==> config.mk <==
export PLATFORM = sky130hd
export DESIGN_NAME = mem_port_arbiter_flat
export DESIGN_NICKNAME = d
export VERILOG_FILES = /design/src/rtl/mem_port_arbiter_pkg.sv /design/src/rtl/mem_port_arbiter_if.sv /design/src/rtl/arb_rr2.sv /design/src/rtl/mem_port_arbiter.sv /design/src/flat_wrapper.sv
export SDC_FILE = /design/constraint.sdc
export NUM_CORES = 1
export LEC_CHECK = 0
export CAP_MARGIN = 40
export CORE_ASPECT_RATIO = 0.7
export CORE_MARGIN = 5
export CORE_UTILIZATION = 36
export CTS_CLUSTER_SIZE = 12
export DETAILED_ROUTE_END_ITERATION = 8
export HOLD_SLACK_MARGIN = 0.05
export MAX_ROUTING_LAYER = met4
export PLACE_DENSITY = 0.78
export REMOVE_ABC_BUFFERS = 1
export SLEW_MARGIN = 20
export SYNTH_ARGS = -nofsm -noshare
export SYNTH_HDL_FRONTEND = slang
export SYNTH_HIERARCHICAL = 1
export SYNTH_SLANG_ARGS = --single-unit
==> constraint.sdc <==
create_clock -name clk -period 1.46 [get_ports clk]
set_clock_uncertainty 0.1 [all_clocks]
set_input_delay 0.365 -clock clk [delete_from_list [all_inputs] [get_ports clk]]
set_output_delay 0.365 -clock clk [all_outputs]
set_load 0.02 [all_outputs]
==> src/rtl/mem_port_arbiter_pkg.sv <==
// mem_port_arbiter_pkg
//   Shared definitions for the two-port memory arbiter:
//   - arb_state_e : FSM encoding (IDLE / ISSUE / RESP)
//   - PORT_CPU / PORT_DBG : requester indices used by the arbiter and picker
package mem_port_arbiter_pkg;

  typedef enum logic [1:0] {
    ARB_IDLE  = 2'd0,
    ARB_ISSUE = 2'd1,
    ARB_RESP  = 2'd2
  } arb_state_e;

  // Requester indices. Port 0 is the CPU (fetch + load/store after the IorD
  // mux), port 1 is the debug/program loader.
  localparam logic PORT_CPU = 1'b0;
  localparam logic PORT_DBG = 1'b1;

endpackage

==> src/rtl/mem_port_arbiter_if.sv <==
// mem_port_arbiter_if
//   Bundles the two requester ports and the shared memory port.
//   Requester side (m0_* / m1_*):
//     req, we, be, addr, wdata  -> arbiter
//     gnt, rvalid, rdata, err   <- arbiter
//   Memory side (mem_*):
//     mem_req, mem_we, mem_be, mem_addr, mem_wdata <- arbiter
//     mem_ack, mem_rdata                           -> arbiter
//   busy <- arbiter
//
// Handshake: a requester raises req with we/be/addr/wdata and keeps req high
// until its rvalid. gnt pulses for one cycle when the request is captured;
// rvalid pulses for one cycle when the transaction is done (reads and writes),
// with rdata and err valid in that same cycle. On the memory side mem_req is
// held with stable mem_* until a cycle with mem_ack=1; mem_rdata is valid in
// that ack cycle.
//   modport slave  : arbiter view
//   modport master : requesters + memory model view
interface mem_port_arbiter_if #(
  parameter int AW = 32,
  parameter int DW = 32
);
  logic            m0_req;
  logic            m0_we;
  logic [DW/8-1:0] m0_be;
  logic [AW-1:0]   m0_addr;
  logic [DW-1:0]   m0_wdata;
  logic            m0_gnt;
  logic            m0_rvalid;
  logic [DW-1:0]   m0_rdata;
  logic            m0_err;

  logic            m1_req;
  logic            m1_we;
  logic [DW/8-1:0] m1_be;
  logic [AW-1:0]   m1_addr;
  logic [DW-1:0]   m1_wdata;
  logic            m1_gnt;
  logic            m1_rvalid;
  logic [DW-1:0]   m1_rdata;
  logic            m1_err;

  logic            mem_req;
  logic            mem_we;
  logic [DW/8-1:0] mem_be;
  logic [AW-1:0]   mem_addr;
  logic [DW-1:0]   mem_wdata;
  logic            mem_ack;
  logic [DW-1:0]   mem_rdata;

  logic            busy;

  modport slave (
    input  m0_req, m0_we, m0_be, m0_addr, m0_wdata,
    output m0_gnt, m0_rvalid, m0_rdata, m0_err,
    input  m1_req, m1_we, m1_be, m1_addr, m1_wdata,
    output m1_gnt, m1_rvalid, m1_rdata, m1_err,
    output mem_req, mem_we, mem_be, mem_addr, mem_wdata,
    input  mem_ack, mem_rdata,
    output busy
  );

  modport master (
    output m0_req, m0_we, m0_be, m0_addr, m0_wdata,
    input  m0_gnt, m0_rvalid, m0_rdata, m0_err,
    output m1_req, m1_we, m1_be, m1_addr, m1_wdata,
    input  m1_gnt, m1_rvalid, m1_rdata, m1_err,
    input  mem_req, mem_we, mem_be, mem_addr, mem_wdata,
    output mem_ack, mem_rdata,
    input  busy
  );

endinterface

==> src/rtl/arb_rr2.sv <==
// arb_rr2
//   Pure combinational two-way round-robin pick.
//   Ports:
//     req[1:0]  in   request vector (bit i = port i)
//     last_gnt  in   index of the most recently granted port
//     pick      out  index of the chosen port (meaningful when valid=1)
//     valid     out  at least one port is requesting
module arb_rr2
  import mem_port_arbiter_pkg::*;
(
  input  logic [1:0] req,
  input  logic       last_gnt,
  output logic       pick,
  output logic       valid
);

  always_comb begin
    valid = |req;
    pick  = PORT_CPU;
    case (req)
      2'b01:   pick = PORT_CPU;
      2'b10:   pick = PORT_DBG;
      // Contention: the port that did not win last time goes next.
      2'b11:   pick = ~last_gnt;
      default: pick = PORT_CPU;
    endcase
  end

endmodule

==> src/rtl/mem_port_arbiter.sv <==
// mem_port_arbiter
//   Shares one memory port between the CPU (port 0) and the debug loader
//   (port 1). Round-robin between contenders, one transaction in flight,
//   variable memory latency via mem_ack, and a watchdog that turns a hung
//   access into an error completion after TIMEOUT cycles in ISSUE.
//   Ports:
//     clk        in   system clock, rising edge
//     rst_n      in   asynchronous active-low reset
//     bus        -    mem_port_arbiter_if.slave (requesters + memory port + busy)
//     dbg_state  out  current FSM state
//   Timing: request sampled at edge N -> gnt and mem_req high in cycle N+1;
//   mem_ack in cycle N+1 -> rvalid in cycle N+2; back to IDLE in N+3.
module mem_port_arbiter
  import mem_port_arbiter_pkg::*;
#(
  parameter int AW      = 32,
  parameter int DW      = 32,
  parameter int TIMEOUT = 64
)(
  input  logic               clk,
  input  logic               rst_n,
  mem_port_arbiter_if.slave  bus,
  output arb_state_e         dbg_state
);

  // Wide enough to hold TIMEOUT (counter reaches it on the exit edge).
  localparam int WDW = $clog2(TIMEOUT + 1);

  arb_state_e      state_q, state_d;
  logic            last_gnt_q;
  logic            owner_q;
  logic [WDW-1:0]  wd_cnt_q;

  logic            pick;
  logic            pick_valid;
  logic            grant;
  logic            finish;
  logic            timed_out;

  logic            win_we;
  logic [DW/8-1:0] win_be;
  logic [AW-1:0]   win_addr;
  logic [DW-1:0]   win_wdata;
  logic [DW-1:0]   resp_data;

  assign dbg_state = state_q;

  arb_rr2 u_rr (
    .req      ({bus.m1_req, bus.m0_req}),
    .last_gnt (last_gnt_q),
    .pick     (pick),
    .valid    (pick_valid)
  );

  // Winner's request fields, chosen by the picker.
  assign win_we    = (pick == PORT_DBG) ? bus.m1_we    : bus.m0_we;
  assign win_be    = (pick == PORT_DBG) ? bus.m1_be    : bus.m0_be;
  assign win_addr  = (pick == PORT_DBG) ? bus.m1_addr  : bus.m0_addr;
  assign win_wdata = (pick == PORT_DBG) ? bus.m1_wdata : bus.m0_wdata;

  // Writes and timeouts complete with rdata=0. A timeout only fires without
  // an ack, so an ack on the last watchdog cycle still returns real data.
  assign resp_data = (timed_out || bus.mem_we) ? '0 : bus.mem_rdata;

  always_ff @(posedge clk or negedge rst_n) begin
    if (!rst_n) state_q <= ARB_IDLE;
    else        state_q <= state_d;
  end

  always_comb begin
    state_d   = state_q;
    grant     = 1'b0;
    finish    = 1'b0;
    timed_out = 1'b0;
    case (state_q)
      ARB_IDLE: begin
        if (pick_valid) begin
          grant   = 1'b1;
          state_d = ARB_ISSUE;
        end
      end
      ARB_ISSUE: begin
        if (bus.mem_ack) begin
          finish  = 1'b1;
          state_d = ARB_RESP;
        end else if (wd_cnt_q == WDW'(TIMEOUT - 1)) begin
          finish    = 1'b1;
          timed_out = 1'b1;
          state_d   = ARB_RESP;
        end
      end
      // Requests are deliberately not sampled here: no back-to-back grant.
      ARB_RESP: state_d = ARB_IDLE;
      default:  state_d = ARB_IDLE;
    endcase
  end

  always_ff @(posedge clk or negedge rst_n) begin
    if (!rst_n) begin
      last_gnt_q    <= PORT_DBG;  // so port 0 wins the first contention
      owner_q       <= PORT_CPU;
      wd_cnt_q      <= '0;
      bus.mem_req   <= 1'b0;
      bus.mem_we    <= 1'b0;
      bus.mem_be    <= '0;
      bus.mem_addr  <= '0;
      bus.mem_wdata <= '0;
      bus.m0_gnt    <= 1'b0;
      bus.m1_gnt    <= 1'b0;
      bus.m0_rvalid <= 1'b0;
      bus.m1_rvalid <= 1'b0;
      bus.m0_rdata  <= '0;
      bus.m1_rdata  <= '0;
      bus.m0_err    <= 1'b0;
      bus.m1_err    <= 1'b0;
      bus.busy      <= 1'b0;
    end else begin
      bus.m0_gnt <= grant && (pick == PORT_CPU);
      bus.m1_gnt <= grant && (pick == PORT_DBG);

      if (grant) begin
        owner_q       <= pick;
        last_gnt_q    <= pick;
        bus.mem_req   <= 1'b1;
        bus.mem_we    <= win_we;
        bus.mem_be    <= win_be;
        bus.mem_addr  <= win_addr;
        bus.mem_wdata <= win_wdata;
      end else if (finish) begin
        bus.mem_req   <= 1'b0;
      end

      if (state_q == ARB_ISSUE) wd_cnt_q <= wd_cnt_q + 1'b1;
      else                      wd_cnt_q <= '0;

      // Completion outputs are only non-zero in the single RESP cycle.
      bus.m0_rvalid <= finish && (owner_q == PORT_CPU);
      bus.m1_rvalid <= finish && (owner_q == PORT_DBG);
      bus.m0_rdata  <= (finish && owner_q == PORT_CPU) ? resp_data : '0;
      bus.m1_rdata  <= (finish && owner_q == PORT_DBG) ? resp_data : '0;
      bus.m0_err    <= finish && timed_out && (owner_q == PORT_CPU);
      bus.m1_err    <= finish && timed_out && (owner_q == PORT_DBG);

      bus.busy      <= (state_d != ARB_IDLE);
    end
  end

endmodule

==> src/flat_wrapper.sv <==
// flat-port wrapper written by rule: the top's interface ports become plain ports
module mem_port_arbiter_flat import mem_port_arbiter_pkg::*;
#(
  parameter int AW      = 32,
  parameter int DW      = 32,
  parameter int TIMEOUT = 64
)
  (clk, rst_n, dbg_state, bus_m0_req, bus_m0_we, bus_m0_be, bus_m0_addr, bus_m0_wdata, bus_m0_gnt, bus_m0_rvalid, bus_m0_rdata, bus_m0_err, bus_m1_req, bus_m1_we, bus_m1_be, bus_m1_addr, bus_m1_wdata, bus_m1_gnt, bus_m1_rvalid, bus_m1_rdata, bus_m1_err, bus_mem_req, bus_mem_we, bus_mem_be, bus_mem_addr, bus_mem_wdata, bus_mem_ack, bus_mem_rdata, bus_busy);
  mem_port_arbiter_if #(.AW(AW), .DW(DW)) bus_i ();
  input  logic clk;
  input  logic rst_n;
  output arb_state_e dbg_state;
  input wire logic [$bits(bus_i.m0_req)-1:0] bus_m0_req;
  input wire logic [$bits(bus_i.m0_we)-1:0] bus_m0_we;
  input wire logic [$bits(bus_i.m0_be)-1:0] bus_m0_be;
  input wire logic [$bits(bus_i.m0_addr)-1:0] bus_m0_addr;
  input wire logic [$bits(bus_i.m0_wdata)-1:0] bus_m0_wdata;
  output wire logic [$bits(bus_i.m0_gnt)-1:0] bus_m0_gnt;
  output wire logic [$bits(bus_i.m0_rvalid)-1:0] bus_m0_rvalid;
  output wire logic [$bits(bus_i.m0_rdata)-1:0] bus_m0_rdata;
  output wire logic [$bits(bus_i.m0_err)-1:0] bus_m0_err;
  input wire logic [$bits(bus_i.m1_req)-1:0] bus_m1_req;
  input wire logic [$bits(bus_i.m1_we)-1:0] bus_m1_we;
  input wire logic [$bits(bus_i.m1_be)-1:0] bus_m1_be;
  input wire logic [$bits(bus_i.m1_addr)-1:0] bus_m1_addr;
  input wire logic [$bits(bus_i.m1_wdata)-1:0] bus_m1_wdata;
  output wire logic [$bits(bus_i.m1_gnt)-1:0] bus_m1_gnt;
  output wire logic [$bits(bus_i.m1_rvalid)-1:0] bus_m1_rvalid;
  output wire logic [$bits(bus_i.m1_rdata)-1:0] bus_m1_rdata;
  output wire logic [$bits(bus_i.m1_err)-1:0] bus_m1_err;
  output wire logic [$bits(bus_i.mem_req)-1:0] bus_mem_req;
  output wire logic [$bits(bus_i.mem_we)-1:0] bus_mem_we;
  output wire logic [$bits(bus_i.mem_be)-1:0] bus_mem_be;
  output wire logic [$bits(bus_i.mem_addr)-1:0] bus_mem_addr;
  output wire logic [$bits(bus_i.mem_wdata)-1:0] bus_mem_wdata;
  input wire logic [$bits(bus_i.mem_ack)-1:0] bus_mem_ack;
  input wire logic [$bits(bus_i.mem_rdata)-1:0] bus_mem_rdata;
  output wire logic [$bits(bus_i.busy)-1:0] bus_busy;
  assign bus_i.m0_req = bus_m0_req;
  assign bus_i.m0_we = bus_m0_we;
  assign bus_i.m0_be = bus_m0_be;
  assign bus_i.m0_addr = bus_m0_addr;
  assign bus_i.m0_wdata = bus_m0_wdata;
  assign bus_m0_gnt = bus_i.m0_gnt;
  assign bus_m0_rvalid = bus_i.m0_rvalid;
  assign bus_m0_rdata = bus_i.m0_rdata;
  assign bus_m0_err = bus_i.m0_err;
  assign bus_i.m1_req = bus_m1_req;
  assign bus_i.m1_we = bus_m1_we;
  assign bus_i.m1_be = bus_m1_be;
  assign bus_i.m1_addr = bus_m1_addr;
  assign bus_i.m1_wdata = bus_m1_wdata;
  assign bus_m1_gnt = bus_i.m1_gnt;
  assign bus_m1_rvalid = bus_i.m1_rvalid;
  assign bus_m1_rdata = bus_i.m1_rdata;
  assign bus_m1_err = bus_i.m1_err;
  assign bus_mem_req = bus_i.mem_req;
  assign bus_mem_we = bus_i.mem_we;
  assign bus_mem_be = bus_i.mem_be;
  assign bus_mem_addr = bus_i.mem_addr;
  assign bus_mem_wdata = bus_i.mem_wdata;
  assign bus_i.mem_ack = bus_mem_ack;
  assign bus_i.mem_rdata = bus_mem_rdata;
  assign bus_busy = bus_i.busy;
  mem_port_arbiter #(.AW(AW), .DW(DW), .TIMEOUT(TIMEOUT)) u_core (.clk(clk), .rst_n(rst_n), .bus(bus_i), .dbg_state(dbg_state));
endmodule
## Word level (Yosys, flattened, before mapping)

Index checks and enable logic that the tools add are counted.

| cells by class | value |
|---|---|
| add/sub/neg operators | 1 |
| multipliers | 0 |
| div/mod/pow operators | 0 |
| order comparisons | 0 |
| equality and inequality tests | 4 |
| shift operators | 0 |
| muxes and demuxes | 22 |
| bitwise gates (word level) | 3 |
| reduce and logical (&&, ||, !) cells | 12 |

Operators by type and width:

| kind | number |
|---|---|
| 32-bit two-way mux | 5 |
| 1-bit two-way mux | 10 |
| 7-bit by 1-bit adder with 7-bit output, second input constant | 1 |
| 7-bit by 6-bit equality test with 1-bit output, second input constant | 1 |
| 1-bit logical AND | 7 |
| 7-bit two-way mux | 1 |
| 2-bit two-way mux | 3 |
| 2-bit equality test, second input constant | 2 |
| 4-bit two-way mux | 1 |
| 2-bit case mux with 2 select lines | 1 |
| 2-bit nonzero test | 2 |
| 1-bit NOT | 3 |
| 2-bit by 1-bit equality test with 1-bit output, second input constant | 1 |
| 2-bit logical NOT | 1 |
| 1-bit case mux with 2 select lines | 1 |
| 2-bit OR reduction | 1 |
| 1-bit logical OR | 1 |

| word-level totals | value |
|---|---|
| bits in registers | 152 |
| latch bits | 0 |
| memory bits (writable) | 0 |
| memory bits (read-only) | 0 |
| input bits | 175 |
| output and inout bits | 143 |
| word-level logic and storage cells | 60 |
| memories kept | 0 |

## Depth between registers and ports, before layout

Gate-level depths: netlist (run 1).

| logic depth | value |
|---|---|
| depth in word-level cells | 7 |
| depth in mapped cells | 6 |
| depth with buffers taken out | 4 |

## By module

The synthesis (run 1) kept the hierarchy.

Modules (own cells, without submodules):

| module | instances | cells each | area an instance (sq um) | seq. area each (sq um) |
|---|---|---|---|---|
| mem_port_arbiter | 1 | 496 | 5965.7 | 3804.9 |
| arb_rr2 | 1 | 2 | 13.8 | 0.0 |

## Worst setup path before layout (run 1)

Ideal clock, no wire load.

| path | value |
|---|---|
| path type | input to register |
| start point | in bus_m1_req |
| end point | reg u_core.bus.mem_req |
| arrival | 1.248 ns |
| data required time | 1.227 ns |
| path slack | -0.021 ns |
| stages | 6 |
| buffers on the path | 2 |
| path through | or2_1 -> nor3b_2 -> buf_2 -> buf_2 -> a21oi_1 -> nand2_1 |

| on the way | value |
|---|---|
| word-level cells in the longest chain between the ends | 4 |
| elaborated cells between the ends (all ways) | 5 |

Ends and longest elaborated chain:

| element | RTL line | text |
|---|---|---|
| from (decl) | flat_wrapper.sv:22 | `input wire logic [$bits(bus_i.m1_req)-1:0] bus_m1_req;` |
| 2-bit OR reduction (*) | arb_rr2.sv:18 | `valid = \|req;` |
| 1-bit two-way mux (*) | mem_port_arbiter.sv:77 | `if (pick_valid) begin` |
| 1-bit two-way mux (*) | mem_port_arbiter.sv:75 | `case (state_q)` |
| 1-bit two-way mux or 2-bit nonzero test (tied branches) | n/a |  |
| to (signal assigned) | mem_port_arbiter.sv:103 | `bus.mem_req <= 1'b0;` |
| to (signal assigned) | mem_port_arbiter.sv:124 | `bus.mem_req <= 1'b1;` |
| to (signal assigned) | mem_port_arbiter.sv:130 | `bus.mem_req <= 1'b0;` |
| to (decl) | mem_port_arbiter_if.sv:58 | `output mem_req, mem_we, mem_be, mem_addr, mem_wdata,` |

Every way passes the cells marked *; elsewhere a longest branch is shown, timed or not.
A chain may end at the register's enable or synchronous reset.

## Final worst setup path (run 1)

| path | value |
|---|---|
| start point | reg u_core.last_gnt_q |
| end point | reg u_core.bus.mem_wdata[21] |

| on the way | value |
|---|---|
| word-level cells in the longest chain between the ends | 3 |

Ends and longest elaborated chain:

| element | RTL line | text |
|---|---|---|
| from (decl) | mem_port_arbiter.sv:30 | `logic last_gnt_q;` |
| from (signal assigned) | mem_port_arbiter.sv:123 | `last_gnt_q <= pick;` |
| 1-bit NOT | arb_rr2.sv:24 | `2'b11: pick = ~last_gnt;` |
| 1-bit case mux with 2 select lines | arb_rr2.sv:20 | `case (req)` |
| via u_core.pick | mem_port_arbiter.sv:34 | `logic pick;` |
| 32-bit two-way mux | mem_port_arbiter.sv:59 | `assign win_wdata = (pick == PORT_DBG) ? bus.m1_wdata : bus.m0_wdata;` |
| to (signal assigned) | mem_port_arbiter.sv:128 | `bus.mem_wdata <= win_wdata;` |
| to (decl) | mem_port_arbiter_if.sv:58 |  |

The timed path passes the listed nets, and every way through them passes these cells.

==> flow_summary.ini, run 1 <==
[floorplanning]
die_y_um = 118
core-area_mm2 = 0.0163
dieArea_mm2 = 0.0193
row_count = 39
io_pins = 318
die_x_um = 164
initial_core_util = 0.367

[clocking]
clock_sinks = 152
cts_buffers = 17
cts-htree-levels = 4
cts_max_path_buffers = 2
clk_pin_slew_ns = 0.07
clk_latency_ns = 0.41
cts_tree = yes
cts-root-buf = clkbuf_16

[timing]
hold_viol_final = 0
setup_tns_ns = -7.40
rsz0062_at_grt = true
finalSetupViolations = 104
worst_slack_ns = -0.156
finalCritPeriodShare = 1.11
post-route-min-period_ns = 1.62
finalMaxSlewViolations = 0
whs_ns = 0.295
slew_headroom = 0.791
tightest_slew_ns = 0.305
clock.fmax_ghz = 0.619

[place]
dp_cells = 1053
place_congestion = 0.814
place_ws_ns = -0.615
post-dp-hpwl_mm = 14.8
io_buffer_count = 317
place_area_mm2 = 0.00976

[yosys]
syn_avg_cell_area_um2 = 12.0
ys.flop_type = dfrtp_1
async_reset_ff_frac = 1.00
synth_cell_types = 34
yosys_warnings = 6
synth.top_cell.area_share = 0.632
synth-seq-area-share = 0.636
synth-seq-cells = 152
synthesis.area_mm2 = 0.00598
synth_cells = 498
synth_edf_count = 0
synth_top_area_cell = dfrtp_1
synth.area.top_cells = dfrtp_1, mux2i_1, and2_1

[power]
leakage_nw = 5.17
vdd_ir_drop_max_v = 0.00121
p_per_area_mw_per_mm2 = 1870

[cells_and_area]
drive_above_1_share = 0.408
fill_cells = 1183
final_common_cell = clkdlybuf4s50_1
diodes = 0
nets = 1077
finalInstanceArea_mm2 = 0.0111
fin_cells = 1139
layout_common_cells = clkdlybuf4s50_1, dfrtp_1, buf_2
syn2layout_area_growth_pct = 86.0

[drt]
routedWlPerCell_um = 19.8
viasPerCell = 4.75
drtIter0Drc = 308
vias = 5412
drt-total-wl_mm = 22.5
dr.pass1.iters = 4
drc_errors = 0
postRouteAntennaNets = 0

[setup_path]
worstPathArrival_ns = 1.80
critical_path_class = reg2reg
required_ns = 1.65
path_max_fanout = 9
worst_setup_path_start_kind = register
endpoint_kind = register

[global_routing]
grt_max_degree = 41
antenna_found_initial = 0
grt_pass1_wl_mm = 30.6
grt_usage = 0.213
first_global_vias = 5407
gr-total-overflow = 0

[hold_path]
hp-class = in2async

[run_status]
failed_checks = negative setup slack
status = finished with violations

[flow_run]
timing.max_cap.violations = 0
## stage by stage
step                      utilization  power, mW
after detailed placement        0.599       13.9
after CTS                       0.625       18.4
after global routing            0.682       21.7
after global placement          0.599       13.7
after floorplan                     -       9.36
final                           0.682       20.8
## per-layer routing
| layer | part of all wire | track usage | routed length (um) |
|---|---|---|---|
| met1 | 0.38 | 0.247 | 8460 |
| met5 | 0 | - | 0 |
| met4 | 0.015 | 0.0498 | 340 |
| met2 | 0.51 | 0.346 | 11400 |
| met3 | 0.10 | 0.0893 | 2300 |
## registers in the layout (all words and copies together), names as in the netlist
signal                count
u_core/bus.m0_rdata      32
u_core/bus.m1_rdata      32
u_core/bus.mem_addr      32
u_core/bus.mem_wdata     32
u_core/wd_cnt_q           7
u_core/bus.mem_be         4
u_core/dbg_state          2
u_core/bus.busy           1
u_core/bus.m0_err         1
u_core/bus.m0_gnt         1
u_core/bus.m0_rvalid      1
u_core/bus.m1_err         1
u_core/bus.m1_gnt         1
u_core/bus.m1_rvalid      1
u_core/bus.mem_req        1
u_core/bus.mem_we         1
u_core/last_gnt_q         1
u_core/owner_q            1
## cell usage after synthesis, types with 4 or more instances
master and count:
and2_1 66, a21oi_1 73, buf_4 4, nor2_1 75, clkbuf_1 4, clkbuf_2 6, buf_2 16, nand2_1 5
mux2i_1 69, dfrtp_1 151
## final cells by class
cell class / count / area, um^2 / area share
clock buffers: 19 / 453 / 0.0407
clock inverters: 13 / 153 / 0.0137
inverters: 1 / 3.75 / 0.000338
multi-input cells: 315 / 2480 / 0.223
flip-flops and latches: 152 / 3800 / 0.342
well taps: 225 / 282 / 0.0253
repair buffers: 414 / 3940 / 0.355
## worst max-delay path: stages (launching register included)
cell      delay (ns)
dfstp_2         0.56
a21boi_4        0.08
buf_12          0.14
buf_16          0.15
buf_6           0.13
mux2i_1         0.25
a21oi_2         0.09
## timing repair
item | in CTS | in global routing
hold buffers | 1 | 0
pin swaps | 12 | 3
endpoints found under the hold margin | 80 | 0
resized for setup | 635 | 176
endpoints found under the setup margin | 216 | 158
buffers inserted | 14 | 25
cloned | 7 | 9
## cell families (layout without fill, tap and decap cells)
group,after synthesis,count (layout),share of synthesized area
multiplexers,69,69,0.116
XOR/XNOR,3,3,0.00440
adder cells (fa/ha/maj),1,1,0.00209
AO/OA/AOI/OAI,82,82,0.0730
buffers and inverters,31,447,0.0266
AND/OR/NAND/NOR,160,160,0.142
flip-flops,152,152,0.636
## power by group
| part | internal [mW] | switching, mW |
|---|---|---|
| combinational | 5.07 | 5.04 |
| sequential | 5.41 | 0.816 |
| clock | 2.66 | 1.82 |
## path summary, 6_finish.rpt
| path | start | end | slack (ns) | cells after the start |
|---|---|---|---|---|
| worst max-delay path | u_core/last_gnt_q | u_core/bus.mem_wdata[21] | -0.16 | 6 |
| worst min-delay path | rst_n | u_core/bus.m1_rdata[1] | 0.30 | 2 |
| worst max register to register | u_core/last_gnt_q | u_core/bus.mem_wdata[21] | -0.16 | 6 |
| worst min register to register | u_core/bus.mem_wdata[8] | u_core/bus.mem_wdata[8] | 0.42 | 2 |
| max in group asynchronous | rst_n | u_core/bus.mem_wdata[21] | 0.45 | 3 |
| min in group clk | u_core/bus.mem_wdata[8] | u_core/bus.mem_wdata[8] | 0.42 | 2 |
Note: power is estimated with default switching activity, not from simulation.
==> inputs of run 2 (changes only) <==
--- a/config.mk
+++ b/config.mk
@@ -15,7 +15,6 @@
 export MAX_ROUTING_LAYER = met4
 export PLACE_DENSITY = 0.78
 export REMOVE_ABC_BUFFERS = 1
-export SLEW_MARGIN = 20
 export SYNTH_ARGS = -nofsm -noshare
 export SYNTH_HDL_FRONTEND = slang
 export SYNTH_HIERARCHICAL = 1
==> results of run 2 <==
No change in the layout: final DEF, timing and power equal those of run 1.
